[src/rtl/mem_arbiter_if.sv]
// One line-transaction channel: request, optional write-data beat and read-response beats.
// The arbiter is the slave of each cache channel and the master of the memory channel.
`timescale 1ns/1ps
interface mem_arbiter_if #(
  parameter int ADDR_BITS = 28,
  parameter int DATA_BITS = 128
);
  logic                   req_valid;
  logic                   req_ready;
  logic [ADDR_BITS-1:0]   req_addr;
  logic                   req_rw;
  logic                   req_data_valid;
  logic                   req_data_ready;
  logic [DATA_BITS-1:0]   req_data_bits;
  logic [DATA_BITS/8-1:0] req_data_mask;
  logic                   resp_valid;
  logic [DATA_BITS-1:0]   resp_data;

  modport master (
    output req_valid, req_addr, req_rw, req_data_valid, req_data_bits, req_data_mask,
    input  req_ready, req_data_ready, resp_valid, resp_data
  );

  modport slave (
    input  req_valid, req_addr, req_rw, req_data_valid, req_data_bits, req_data_mask,
    output req_ready, req_data_ready, resp_valid, resp_data
  );
endinterface

[src/rtl/mem_arbiter.sv]
// Shares one memory port between the instruction and data caches, one transaction at a time.
// Define MEM_ARB_RR_EN for round-robin arbitration; otherwise dc has fixed priority.
`timescale 1ns/1ps
module mem_arbiter #(
  parameter int ADDR_BITS  = 28,
  parameter int DATA_BITS  = 128,
  parameter int READ_BEATS = 4
) (
  input  logic         clk,
  input  logic         reset,
  mem_arbiter_if.slave  ic,
  mem_arbiter_if.slave  dc,
  mem_arbiter_if.master mem
);
  localparam int BEAT_W = (READ_BEATS > 1) ? $clog2(READ_BEATS) : 1;
  localparam logic [BEAT_W-1:0] LAST_BEAT = BEAT_W'(READ_BEATS - 1);

  typedef enum logic [1:0] {IDLE, ADDR, RESP} state_e;

  state_e              state_q, state_d;
  logic                owner_q, owner_d;
  logic [BEAT_W-1:0]   beat_q, beat_d;
  logic                req_done_q, req_done_d;
  logic                data_done_q, data_done_d;
  logic                last_owner_q, last_owner_d;

  logic                   o_valid, o_rw, o_dvalid;
  logic [ADDR_BITS-1:0]   o_addr;
  logic [DATA_BITS-1:0]   o_dbits;
  logic [DATA_BITS/8-1:0] o_dmask;
  logic                   grant_dc;
  logic                   own_req_ready, own_data_ready, own_resp_valid;
  logic                   req_hs, data_hs;

  // Owner's request fields; only meaningful while a valid is forwarded.
  assign o_valid  = owner_q ? dc.req_valid      : ic.req_valid;
  assign o_addr   = owner_q ? dc.req_addr       : ic.req_addr;
  assign o_rw     = owner_q ? dc.req_rw         : ic.req_rw;
  assign o_dvalid = owner_q ? dc.req_data_valid : ic.req_data_valid;
  assign o_dbits  = owner_q ? dc.req_data_bits  : ic.req_data_bits;
  assign o_dmask  = owner_q ? dc.req_data_mask  : ic.req_data_mask;

`ifdef MEM_ARB_RR_EN
  assign grant_dc = dc.req_valid && (!ic.req_valid || !last_owner_q);
`else
  assign grant_dc = dc.req_valid;
`endif

  assign mem.req_addr      = o_addr;
  assign mem.req_rw        = o_rw;
  assign mem.req_data_bits = o_dbits;
  assign mem.req_data_mask = o_dmask;

  assign ic.req_ready      = own_req_ready  && !owner_q;
  assign dc.req_ready      = own_req_ready  &&  owner_q;
  assign ic.req_data_ready = own_data_ready && !owner_q;
  assign dc.req_data_ready = own_data_ready &&  owner_q;
  assign ic.resp_valid     = own_resp_valid && !owner_q;
  assign dc.resp_valid     = own_resp_valid &&  owner_q;
  assign ic.resp_data      = mem.resp_data;
  assign dc.resp_data      = mem.resp_data;

  always_ff @(posedge clk or negedge reset) begin
    if (!reset) begin
      state_q      <= IDLE;
      owner_q      <= 1'b0;
      beat_q       <= '0;
      req_done_q   <= 1'b0;
      data_done_q  <= 1'b0;
      last_owner_q <= 1'b0;
    end else begin
      state_q      <= state_d;
      owner_q      <= owner_d;
      beat_q       <= beat_d;
      req_done_q   <= req_done_d;
      data_done_q  <= data_done_d;
      last_owner_q <= last_owner_d;
    end
  end

  always_comb begin
    state_d            = state_q;
    owner_d            = owner_q;
    beat_d             = beat_q;
    req_done_d         = req_done_q;
    data_done_d        = data_done_q;
    last_owner_d       = last_owner_q;
    mem.req_valid      = 1'b0;
    mem.req_data_valid = 1'b0;
    own_req_ready      = 1'b0;
    own_data_ready     = 1'b0;
    own_resp_valid     = 1'b0;
    req_hs             = 1'b0;
    data_hs            = 1'b0;

    case (state_q)
      IDLE: begin
        if (ic.req_valid || dc.req_valid) begin
          owner_d     = grant_dc;
          req_done_d  = 1'b0;
          data_done_d = 1'b0;
          state_d     = ADDR;
        end
      end
      ADDR: begin
        mem.req_valid = o_valid && !req_done_q;
        own_req_ready = mem.req_ready && !req_done_q;
        req_hs        = o_valid && mem.req_ready && !req_done_q;
        if (o_rw) begin
          mem.req_data_valid = o_dvalid && !data_done_q;
          own_data_ready     = mem.req_data_ready && !data_done_q;
          data_hs            = o_dvalid && mem.req_data_ready && !data_done_q;
        end
        req_done_d  = req_done_q || req_hs;
        data_done_d = data_done_q || data_hs;
        // A requester withdrawing before acceptance must not wedge the port.
        if (!req_done_q && !o_valid) begin
          state_d = IDLE;
        end else if (!o_rw) begin
          if (req_hs) begin
            state_d = RESP;
            beat_d  = '0;
          end
        end else if (req_done_d && data_done_d) begin
          state_d      = IDLE;
          last_owner_d = owner_q;
        end
      end
      RESP: begin
        own_resp_valid = mem.resp_valid;
        if (mem.resp_valid) begin
          beat_d = beat_q + BEAT_W'(1);
          if (beat_q == LAST_BEAT) begin
            state_d      = IDLE;
            last_owner_d = owner_q;
          end
        end
      end
      default: state_d = IDLE;
    endcase
  end
endmodule

[src/flat_wrapper.sv]
// flat-port wrapper written by rule: the top's interface ports become plain ports
module mem_arbiter_flat 
#(
  parameter int ADDR_BITS  = 28,
  parameter int DATA_BITS  = 128,
  parameter int READ_BEATS = 4
)
  (clk, reset, ic_req_valid, ic_req_addr, ic_req_rw, ic_req_data_valid, ic_req_data_bits, ic_req_data_mask, ic_req_ready, ic_req_data_ready, ic_resp_valid, ic_resp_data, dc_req_valid, dc_req_addr, dc_req_rw, dc_req_data_valid, dc_req_data_bits, dc_req_data_mask, dc_req_ready, dc_req_data_ready, dc_resp_valid, dc_resp_data, mem_req_valid, mem_req_addr, mem_req_rw, mem_req_data_valid, mem_req_data_bits, mem_req_data_mask, mem_req_ready, mem_req_data_ready, mem_resp_valid, mem_resp_data);
  mem_arbiter_if #(.ADDR_BITS(ADDR_BITS), .DATA_BITS(DATA_BITS)) ic_i ();
  mem_arbiter_if #(.ADDR_BITS(ADDR_BITS), .DATA_BITS(DATA_BITS)) dc_i ();
  mem_arbiter_if #(.ADDR_BITS(ADDR_BITS), .DATA_BITS(DATA_BITS)) mem_i ();
  input  logic clk;
  input  logic reset;
  input wire logic [$bits(ic_i.req_valid)-1:0] ic_req_valid;
  input wire logic [$bits(ic_i.req_addr)-1:0] ic_req_addr;
  input wire logic [$bits(ic_i.req_rw)-1:0] ic_req_rw;
  input wire logic [$bits(ic_i.req_data_valid)-1:0] ic_req_data_valid;
  input wire logic [$bits(ic_i.req_data_bits)-1:0] ic_req_data_bits;
  input wire logic [$bits(ic_i.req_data_mask)-1:0] ic_req_data_mask;
  output wire logic [$bits(ic_i.req_ready)-1:0] ic_req_ready;
  output wire logic [$bits(ic_i.req_data_ready)-1:0] ic_req_data_ready;
  output wire logic [$bits(ic_i.resp_valid)-1:0] ic_resp_valid;
  output wire logic [$bits(ic_i.resp_data)-1:0] ic_resp_data;
  input wire logic [$bits(dc_i.req_valid)-1:0] dc_req_valid;
  input wire logic [$bits(dc_i.req_addr)-1:0] dc_req_addr;
  input wire logic [$bits(dc_i.req_rw)-1:0] dc_req_rw;
  input wire logic [$bits(dc_i.req_data_valid)-1:0] dc_req_data_valid;
  input wire logic [$bits(dc_i.req_data_bits)-1:0] dc_req_data_bits;
  input wire logic [$bits(dc_i.req_data_mask)-1:0] dc_req_data_mask;
  output wire logic [$bits(dc_i.req_ready)-1:0] dc_req_ready;
  output wire logic [$bits(dc_i.req_data_ready)-1:0] dc_req_data_ready;
  output wire logic [$bits(dc_i.resp_valid)-1:0] dc_resp_valid;
  output wire logic [$bits(dc_i.resp_data)-1:0] dc_resp_data;
  output wire logic [$bits(mem_i.req_valid)-1:0] mem_req_valid;
  output wire logic [$bits(mem_i.req_addr)-1:0] mem_req_addr;
  output wire logic [$bits(mem_i.req_rw)-1:0] mem_req_rw;
  output wire logic [$bits(mem_i.req_data_valid)-1:0] mem_req_data_valid;
  output wire logic [$bits(mem_i.req_data_bits)-1:0] mem_req_data_bits;
  output wire logic [$bits(mem_i.req_data_mask)-1:0] mem_req_data_mask;
  input wire logic [$bits(mem_i.req_ready)-1:0] mem_req_ready;
  input wire logic [$bits(mem_i.req_data_ready)-1:0] mem_req_data_ready;
  input wire logic [$bits(mem_i.resp_valid)-1:0] mem_resp_valid;
  input wire logic [$bits(mem_i.resp_data)-1:0] mem_resp_data;
  assign ic_i.req_valid = ic_req_valid;
  assign ic_i.req_addr = ic_req_addr;
  assign ic_i.req_rw = ic_req_rw;
  assign ic_i.req_data_valid = ic_req_data_valid;
  assign ic_i.req_data_bits = ic_req_data_bits;
  assign ic_i.req_data_mask = ic_req_data_mask;
  assign ic_req_ready = ic_i.req_ready;
  assign ic_req_data_ready = ic_i.req_data_ready;
  assign ic_resp_valid = ic_i.resp_valid;
  assign ic_resp_data = ic_i.resp_data;
  assign dc_i.req_valid = dc_req_valid;
  assign dc_i.req_addr = dc_req_addr;
  assign dc_i.req_rw = dc_req_rw;
  assign dc_i.req_data_valid = dc_req_data_valid;
  assign dc_i.req_data_bits = dc_req_data_bits;
  assign dc_i.req_data_mask = dc_req_data_mask;
  assign dc_req_ready = dc_i.req_ready;
  assign dc_req_data_ready = dc_i.req_data_ready;
  assign dc_resp_valid = dc_i.resp_valid;
  assign dc_resp_data = dc_i.resp_data;
  assign mem_req_valid = mem_i.req_valid;
  assign mem_req_addr = mem_i.req_addr;
  assign mem_req_rw = mem_i.req_rw;
  assign mem_req_data_valid = mem_i.req_data_valid;
  assign mem_req_data_bits = mem_i.req_data_bits;
  assign mem_req_data_mask = mem_i.req_data_mask;
  assign mem_i.req_ready = mem_req_ready;
  assign mem_i.req_data_ready = mem_req_data_ready;
  assign mem_i.resp_valid = mem_resp_valid;
  assign mem_i.resp_data = mem_resp_data;
  mem_arbiter #(.ADDR_BITS(ADDR_BITS), .DATA_BITS(DATA_BITS), .READ_BEATS(READ_BEATS)) u_core (.clk(clk), .reset(reset), .ic(ic_i), .dc(dc_i), .mem(mem_i));
endmodule
[config.mk]
export PLATFORM = sky130hd
export DESIGN_NAME = mem_arbiter_flat
export DESIGN_NICKNAME = d
export VERILOG_FILES = /design/src/rtl/mem_arbiter_if.sv /design/src/rtl/mem_arbiter.sv /design/src/flat_wrapper.sv
export SDC_FILE = /design/constraint.sdc
export NUM_CORES = 1
export LEC_CHECK = 0
export CORE_AREA = 2 2 355 357
export CTS_BUF_LIST = sky130_fd_sc_hd__clkbuf_8
export CTS_CLUSTER_SIZE = 28
export DETAILED_ROUTE_END_ITERATION = 10
export DIE_AREA = 0 0 357 359
export GPL_TIMING_DRIVEN = 0
export PLACE_DENSITY = 0.3
export SLEW_MARGIN = 20
export SYNTH_ARGS = -nofsm -noshare
export SYNTH_HDL_FRONTEND = slang
export SYNTH_SLANG_ARGS = --single-unit
[constraint.sdc]
create_clock -name clk -period 1.75 [get_ports clk]
set_input_delay 0.35 -clock clk [delete_from_list [all_inputs] [get_ports clk]]
set_output_delay 0.35 -clock clk [all_outputs]
set_load 0.1 [all_outputs]
# Yosys cells after proc, flatten, opt, wreduce, memory -nomap -nowiden
# Index checks and enable logic that the tools add are counted.
# classes
n_div	0
n_mul	0
reduce_logical	30
order_cmp	0
n_mux	31
n_bitwise	0
n_eq_ne	11
add_sub_neg	1
shifts	0
# ops
cell	count
$mux W128	1
$mux W28	1
$mux W2	11
$logic_and A1 B1 Y1	16
$mux W16	1
$mux W1	13
$reduce_and A5 Y1	2
$ne A4 B2 Y1 const B	2
$ne A2 B1 Y1 const B	3
$ne A2 B2 Y1 const B	3
$pmux W2 S3	1
$eq A2 B2 Y1 const B	2
$logic_not A1 Y1	4
$pmux W1 S2	2
$pmux W2 S2	1
$reduce_and A2 Y1	2
$reduce_bool A2 Y1	2
$logic_or A1 B1 Y1	3
$add A2 B1 Y2 const B	1
$eq A2 B1 Y1 const B	1
$logic_not A2 Y1	1
# word_totals
mem_count	0
wordCells	78
mem_bits_rw	0
mem_bits_ro	0
ff_bits	7
latchBits	0
in_bits	483

# Depth between registers and ports, before layout
# depth
depth_word	11
ltp_mapped	4
mapped_depth_nobuf	4

# Least setup slack after synthesis
# OpenSTA, ideal clock, no wires.
# synth_path
path_type	reg2out
startpoint	register u_core.owner_q
endpoint	output port dc_req_data_ready
t_arrival_ps	4323
stages_incl_launch_ff	4
setup_slack_ps	-2923
path_cell_list	dfrtp_1 -> mux2_2 -> nand3_1 -> nor4b_1
# synth_via
elab_chain_len	4
# synth_lines
element	line	source
from (decl)	mem_arbiter.sv:21	logic owner_q, owner_d;
from (signal assigned)	mem_arbiter.sv:73	owner_q <= owner_d;
$mux W1	mem_arbiter.sv:38	assign o_rw = owner_q ? dc.req_rw : ic.req_rw;
net mem_req_rw	flat_wrapper.sv:36	output wire logic [$bits(mem_i.req_rw)-1:0] mem_req_rw;
$mux W1	mem_arbiter.sv:109	if (o_rw) begin
$mux W1	mem_arbiter.sv:96	case (state_q)
$logic_and A1 B1 Y1	mem_arbiter.sv:57	assign dc.req_data_ready = own_data_ready && owner_q;
to (decl)	flat_wrapper.sv:31	output wire logic [$bits(dc_i.req_data_ready)-1:0] dc_req_data_ready;
# The timed path passes the listed nets, and every way through them passes these cells.

# Worst setup path after layout
# layout_path
startpoint	register u_core.owner_q
endpoint	output port mem_req_data_bits[28]
# layout_via
elab_chain_len	1
# layout_lines
element	line	source
$mux W128	mem_arbiter.sv:40	assign o_dbits = owner_q ? dc.req_data_bits : ic.req_data_bits;
to (decl)	flat_wrapper.sv:38	output wire logic [$bits(mem_i.req_data_bits)-1:0] mem_req_data_bits;
# No other way between the ends.

==> metrics.txt <==
# TYPE chip_impl_metric gauge
chip_impl_metric{name="first_pass_grt_wire_length",unit="mm"} 73.5
chip_impl_metric{name="syn-mean-instance-area",unit="um^2"} 8.79
chip_impl_info{name="layout.cells.most_common",value="sky130_fd_sc_hd__clkdlybuf4s50_1"} 1
chip_impl_metric{name="fin_nets",unit=""} 1821
chip_impl_metric{name="ys_seq_area_share",unit="%"} 3.91
chip_impl_metric{name="die_height",unit="um"} 359
chip_impl_metric{name="finalCritPeriodShare",unit="%"} 124
chip_impl_info{name="final_cell_mix",value="sky130_fd_sc_hd__clkdlybuf4s50_1 (351), sky130_fd_sc_hd__buf_4 (284), sky130_fd_sc_hd__dlymetal6s2s_1 (257), sky130_fd_sc_hd__buf_12 (122), sky130_fd_sc_hd__mux2_4 (122)"} 1
chip_impl_metric{name="p_clk_share",unit="%"} 0.8
chip_impl_metric{name="max_cap_violations",unit=""} 0
chip_impl_metric{name="power_per_cell_area",unit="nW/um^2"} 1550
chip_impl_metric{name="grt_overflow",unit=""} 0
chip_impl_metric{name="num-fill-cells",unit=""} 14100
chip_impl_metric{name="crit_fanout",unit=""} 9
chip_impl_metric{name="worst_slew_margin_rel",unit="%"} 22.2
chip_impl_metric{name="placed_area",unit="um^2"} 14700
chip_impl_info{name="setup.worst_path.end_class",value="output pin"} 1
chip_impl_metric{name="comb_power_share",unit="%"} 98.0
chip_impl_metric{name="io_pins",unit=""} 920
chip_impl_metric{name="fp-row-count",unit=""} 130
chip_impl_metric{name="grt_util_all_layers",unit="%"} 8.54
chip_impl_metric{name="syn_to_final_growth",unit="%"} 293
chip_impl_info{name="cp_cell_sequence",value="buf_12 > buf_16 > clkbuf_16 > mux2_4 > buf_12"} 1
chip_impl_metric{name="r2r_cells",unit=""} 5
chip_impl_metric{name="yosys_register_bits",unit=""} 7
chip_impl_info{name="violations",value="setup timing"} 1
chip_impl_metric{name="vdd_drop_max",unit="V"} 0.000965
chip_impl_metric{name="worstPathArrival",unit="ns"} 1.82
chip_impl_metric{name="clkLatencyLatePin",unit="ns"} 0.22
chip_impl_info{name="rsz0062_at_grt",value="yes"} 1
chip_impl_metric{name="max_slew.worst_pin.slew",unit="ns"} 1.17
chip_impl_metric{name="drt_wl_total",unit="mm"} 61.5
chip_impl_metric{name="design_area",unit="um^2"} 17600
chip_impl_info{name="start_kind",value="flop"} 1
chip_impl_metric{name="final_antenna_net_count",unit=""} 0
chip_impl_info{name="cp_common_cell",value="sky130_fd_sc_hd__buf_12"} 1
chip_impl_info{name="worstSetupStartpoint",value="u_core.owner_q$_DFFE_PN0P_"} 1
chip_impl_metric{name="grt_start_max_net_pins",unit=""} 11
chip_impl_metric{name="number_of_buffers_inserted_during_clock_tree_synthesis",unit=""} 3
chip_impl_metric{name="power.share.sequential",unit="%"} 1.2
chip_impl_metric{name="cts_num_sinks",unit=""} 7
chip_impl_metric{name="place.gp.congestion",unit=""} 0.870
chip_impl_metric{name="clock_tree.buffer_depth",unit=""} 2
chip_impl_metric{name="worst-endpoint-required",unit="ns"} 1.40
chip_impl_metric{name="drive_gt1_share",unit="%"} 50.9
chip_impl_metric{name="switching_power_summed_over_all_nets",unit="W"} 0.0175
chip_impl_metric{name="post-route-util",unit="%"} 14.1
chip_impl_metric{name="worst_path_largest_cell_delay",unit="ns"} 0.44
chip_impl_metric{name="hpwlAfterDp",unit="mm"} 55.6
chip_impl_metric{name="initial_cell_density_of_the_core",unit="%"} 3.60
chip_impl_metric{name="via_per_inst",unit=""} 2.27
chip_impl_metric{name="syn-num-nets",unit=""} 994
chip_impl_metric{name="syn-instance-count",unit=""} 510
chip_impl_metric{name="vias_after_detailed_routing",unit=""} 6777
chip_impl_metric{name="setup_ws",unit="ns"} -0.423
chip_impl_metric{name="finClkSkew",unit="ns"} 0.00209
chip_impl_info{name="holdCritPathClass",value="in -> async"} 1
chip_impl_metric{name="grt_antenna_before_repair",unit=""} 9
chip_impl_info{name="worstReg2RegEnd",value="u_core.data_done_q$_DFFE_PN0P_"} 1
chip_impl_info{name="critical_path.slowest_cell",value="sky130_fd_sc_hd__dfrtp_2"} 1
chip_impl_metric{name="yosys_warnings",unit=""} 0
chip_impl_metric{name="power_report.internal_total",unit="W"} 0.00986
chip_impl_metric{name="remaining_routing_drc_violations",unit=""} 0
chip_impl_metric{name="post_cts_hold_buffer_count",unit=""} 0
chip_impl_metric{name="fmaxAchievable",unit="GHz"} 0.460
chip_impl_metric{name="worst_setup_hold_path_clk_slew",unit="ns"} 0.04
chip_impl_info{name="clockRootBuffer",value="sky130_fd_sc_hd__clkbuf_8"} 1
chip_impl_metric{name="hold_violations",unit=""} 0
chip_impl_metric{name="die_width",unit="um"} 357
chip_impl_info{name="crit_type",value="reg -> out"} 1
chip_impl_info{name="tritoncts_clock_tree",value="done"} 1
chip_impl_metric{name="fin_crit",unit="ns"} 2.17
chip_impl_metric{name="firstDrtPassIters",unit=""} 4
chip_impl_metric{name="die_area",unit="um^2"} 128000
chip_impl_metric{name="setup_violations",unit=""} 180
chip_impl_metric{name="power.switching_fraction",unit="%"} 64.0
chip_impl_metric{name="grt_pass1_vias",unit=""} 7236
chip_impl_metric{name="cts_max_level",unit=""} 1
chip_impl_metric{name="r2r_slack",unit="ns"} 0.02
chip_impl_metric{name="final_max_slew_viol_count",unit=""} 0
chip_impl_metric{name="avgRoutedWirePerCell",unit="um"} 20.6
chip_impl_metric{name="yosys.cell_types.count",unit=""} 33
chip_impl_metric{name="drt_iter0_drc",unit=""} 174
chip_impl_info{name="rr_startpoint",value="u_core.owner_q$_DFFE_PN0P_"} 1
chip_impl_metric{name="port-buffer-count",unit=""} 791
chip_impl_metric{name="design.core.area",unit="um^2"} 125000
chip_impl_info{name="status",value="finished with violations"} 1
chip_impl_metric{name="power.leakage",unit="nW"} 9.34
chip_impl_metric{name="mappedNetlistArea",unit="um^2"} 4480
## critical path: cells and delay by family (launching register included)
family	cells	cell delay, ns
muxes	1	0.35
DFF	1	0.44
buffers and inverters	4	0.72
## through the flow
stage	power (W)	worst slack (ns)	TNS, ns	std cells	hold slack [ns]
6_report	0.0274	-0.423	-61.58	2991	0.426
5_1_grt	0.0282	-0.482	-73.45	2989	0.448
4_1_cts	0.0233	-0.539	-125.19	2955	0.450
3_5_place_dp	0.0227	-1.87	-267.54	2951	0.610
3_3_place_gp	0.0230	-2.02	-305.29	2951	0.626
2_1_floorplan	0.0165	-0.673	-2.07	510	0.0544
## power groups by stage
stage                     Combinational, W  Sequential (W)  Clock [W]
after floorplan                     0.0162        0.000285          0
after global placement              0.0227        0.000298          0
after detailed placement            0.0224        0.000302          0
after CTS                           0.0228        0.000307   0.000230
after global routing                0.0277        0.000326   0.000240
final                               0.0269        0.000315   0.000224
## per-layer routing
metal	vias up	part of all wire [%]	track usage, %
met1	3169	39	10.5
met2	444	49	15.3
met5	-	0.032	0
met3	26	9.7	2.12
li1	3136	-	-
met4	2	1.8	1.02
## layout make-up
| cell class | instances | area [um^2] | share of cell area [%] |
|---|---|---|---|
| Inverter | 6 | 22.5 | 0.128 |
| Timing Repair Buffer | 822 | 10200 | 57.8 |
| Sequential cell | 7 | 176 | 1.00 |
| Multi-Input combinational cell | 218 | 2810 | 16.0 |
| Antenna cell | 5 | 12.5 | 0.0710 |
| Buffer | 279 | 2310 | 13.1 |
| Clock inverter | 1 | 3.75 | 0.0213 |
| Tap cell | 1650 | 2060 | 11.7 |
| Clock buffer | 3 | 41.3 | 0.234 |
## worst max-delay path by stage
| stage | endpoint | slack, ns |
|---|---|---|
| 2_1_floorplan | dc_req_data_ready | -0.67 |
| 3_3_place_gp | mem_req_data_bits[41] | -2.02 |
| 3_5_place_dp | mem_req_data_bits[29] | -1.87 |
| 4_1_cts | mem_req_data_bits[53] | -0.54 |
| 5_1_grt | mem_req_data_bits[32] | -0.48 |
| 6_report | mem_req_data_bits[28] | -0.42 |
## registers in the layout (all words and copies together), names as in the netlist
signal and cells:
u_core.beat_q 2, u_core.state_q 2, u_core.data_done_q 1, u_core.owner_q 1, u_core.req_done_q 1
## cells in the mapped netlist
cell | n | area [um^2]
sky130_fd_sc_hd__mux2_2 | 174 | 1960
sky130_fd_sc_hd__o21ai_0 | 2 | 10.0
sky130_fd_sc_hd__a22o_1 | 2 | 17.5
sky130_fd_sc_hd__o22ai_1 | 1 | 6.26
sky130_fd_sc_hd__buf_2 | 20 | 100
sky130_fd_sc_hd__nor2b_1 | 3 | 18.8
sky130_fd_sc_hd__o221ai_1 | 1 | 8.76
sky130_fd_sc_hd__clkbuf_1 | 2 | 7.51
sky130_fd_sc_hd__nor3_1 | 3 | 15.0
sky130_fd_sc_hd__a21boi_0 | 1 | 7.51
sky130_fd_sc_hd__nand2_1 | 3 | 11.3
sky130_fd_sc_hd__or4b_1 | 1 | 10.0
sky130_fd_sc_hd__o32ai_1 | 1 | 8.76
sky130_fd_sc_hd__a21oi_1 | 3 | 15.0
sky130_fd_sc_hd__and3_1 | 2 | 12.5
sky130_fd_sc_hd__nand2b_1 | 1 | 6.26
sky130_fd_sc_hd__and2_1 | 1 | 6.26
sky130_fd_sc_hd__o21a_1 | 1 | 7.51
sky130_fd_sc_hd__a31oi_1 | 1 | 6.26
sky130_fd_sc_hd__ha_1 | 1 | 12.5
sky130_fd_sc_hd__mux2i_1 | 1 | 10.0
sky130_fd_sc_hd__nand4b_1 | 1 | 8.76
sky130_fd_sc_hd__dfrtp_1 | 7 | 175
sky130_fd_sc_hd__nand4bb_1 | 1 | 11.3
sky130_fd_sc_hd__nand3_1 | 1 | 5.00
sky130_fd_sc_hd__nor2_1 | 6 | 22.5
sky130_fd_sc_hd__a211o_1 | 1 | 8.76
sky130_fd_sc_hd__buf_4 | 257 | 1930
sky130_fd_sc_hd__inv_1 | 6 | 22.5
sky130_fd_sc_hd__nor4b_1 | 1 | 8.76
sky130_fd_sc_hd__a311o_1 | 1 | 10.0
sky130_fd_sc_hd__nor4_1 | 2 | 12.5
sky130_fd_sc_hd__xor2_1 | 1 | 8.76
## kinds of logic after synthesis
logic type,count (synthesis),share of synthesized area (%)
xor gates and xnor gates,1,0.196
DFF,7,3.91
muxes,175,44.0
and+or+nand+nor,26,3.32
buffers and inverters,285,46.0
AOI/OAI and AO/OA,15,2.37
adders and majority gates,1,0.279
## timing repair
item | CTS | global route
endpoints found under the hold margin | 0 | 0
cloned | 0 | 12
pin swaps | 2 | 3
resized for setup | 866 | 790
setup buffers | 0 | 19
endpoints found under the setup margin | 439 | 438
Note: power is estimated with default switching activity, not from simulation.
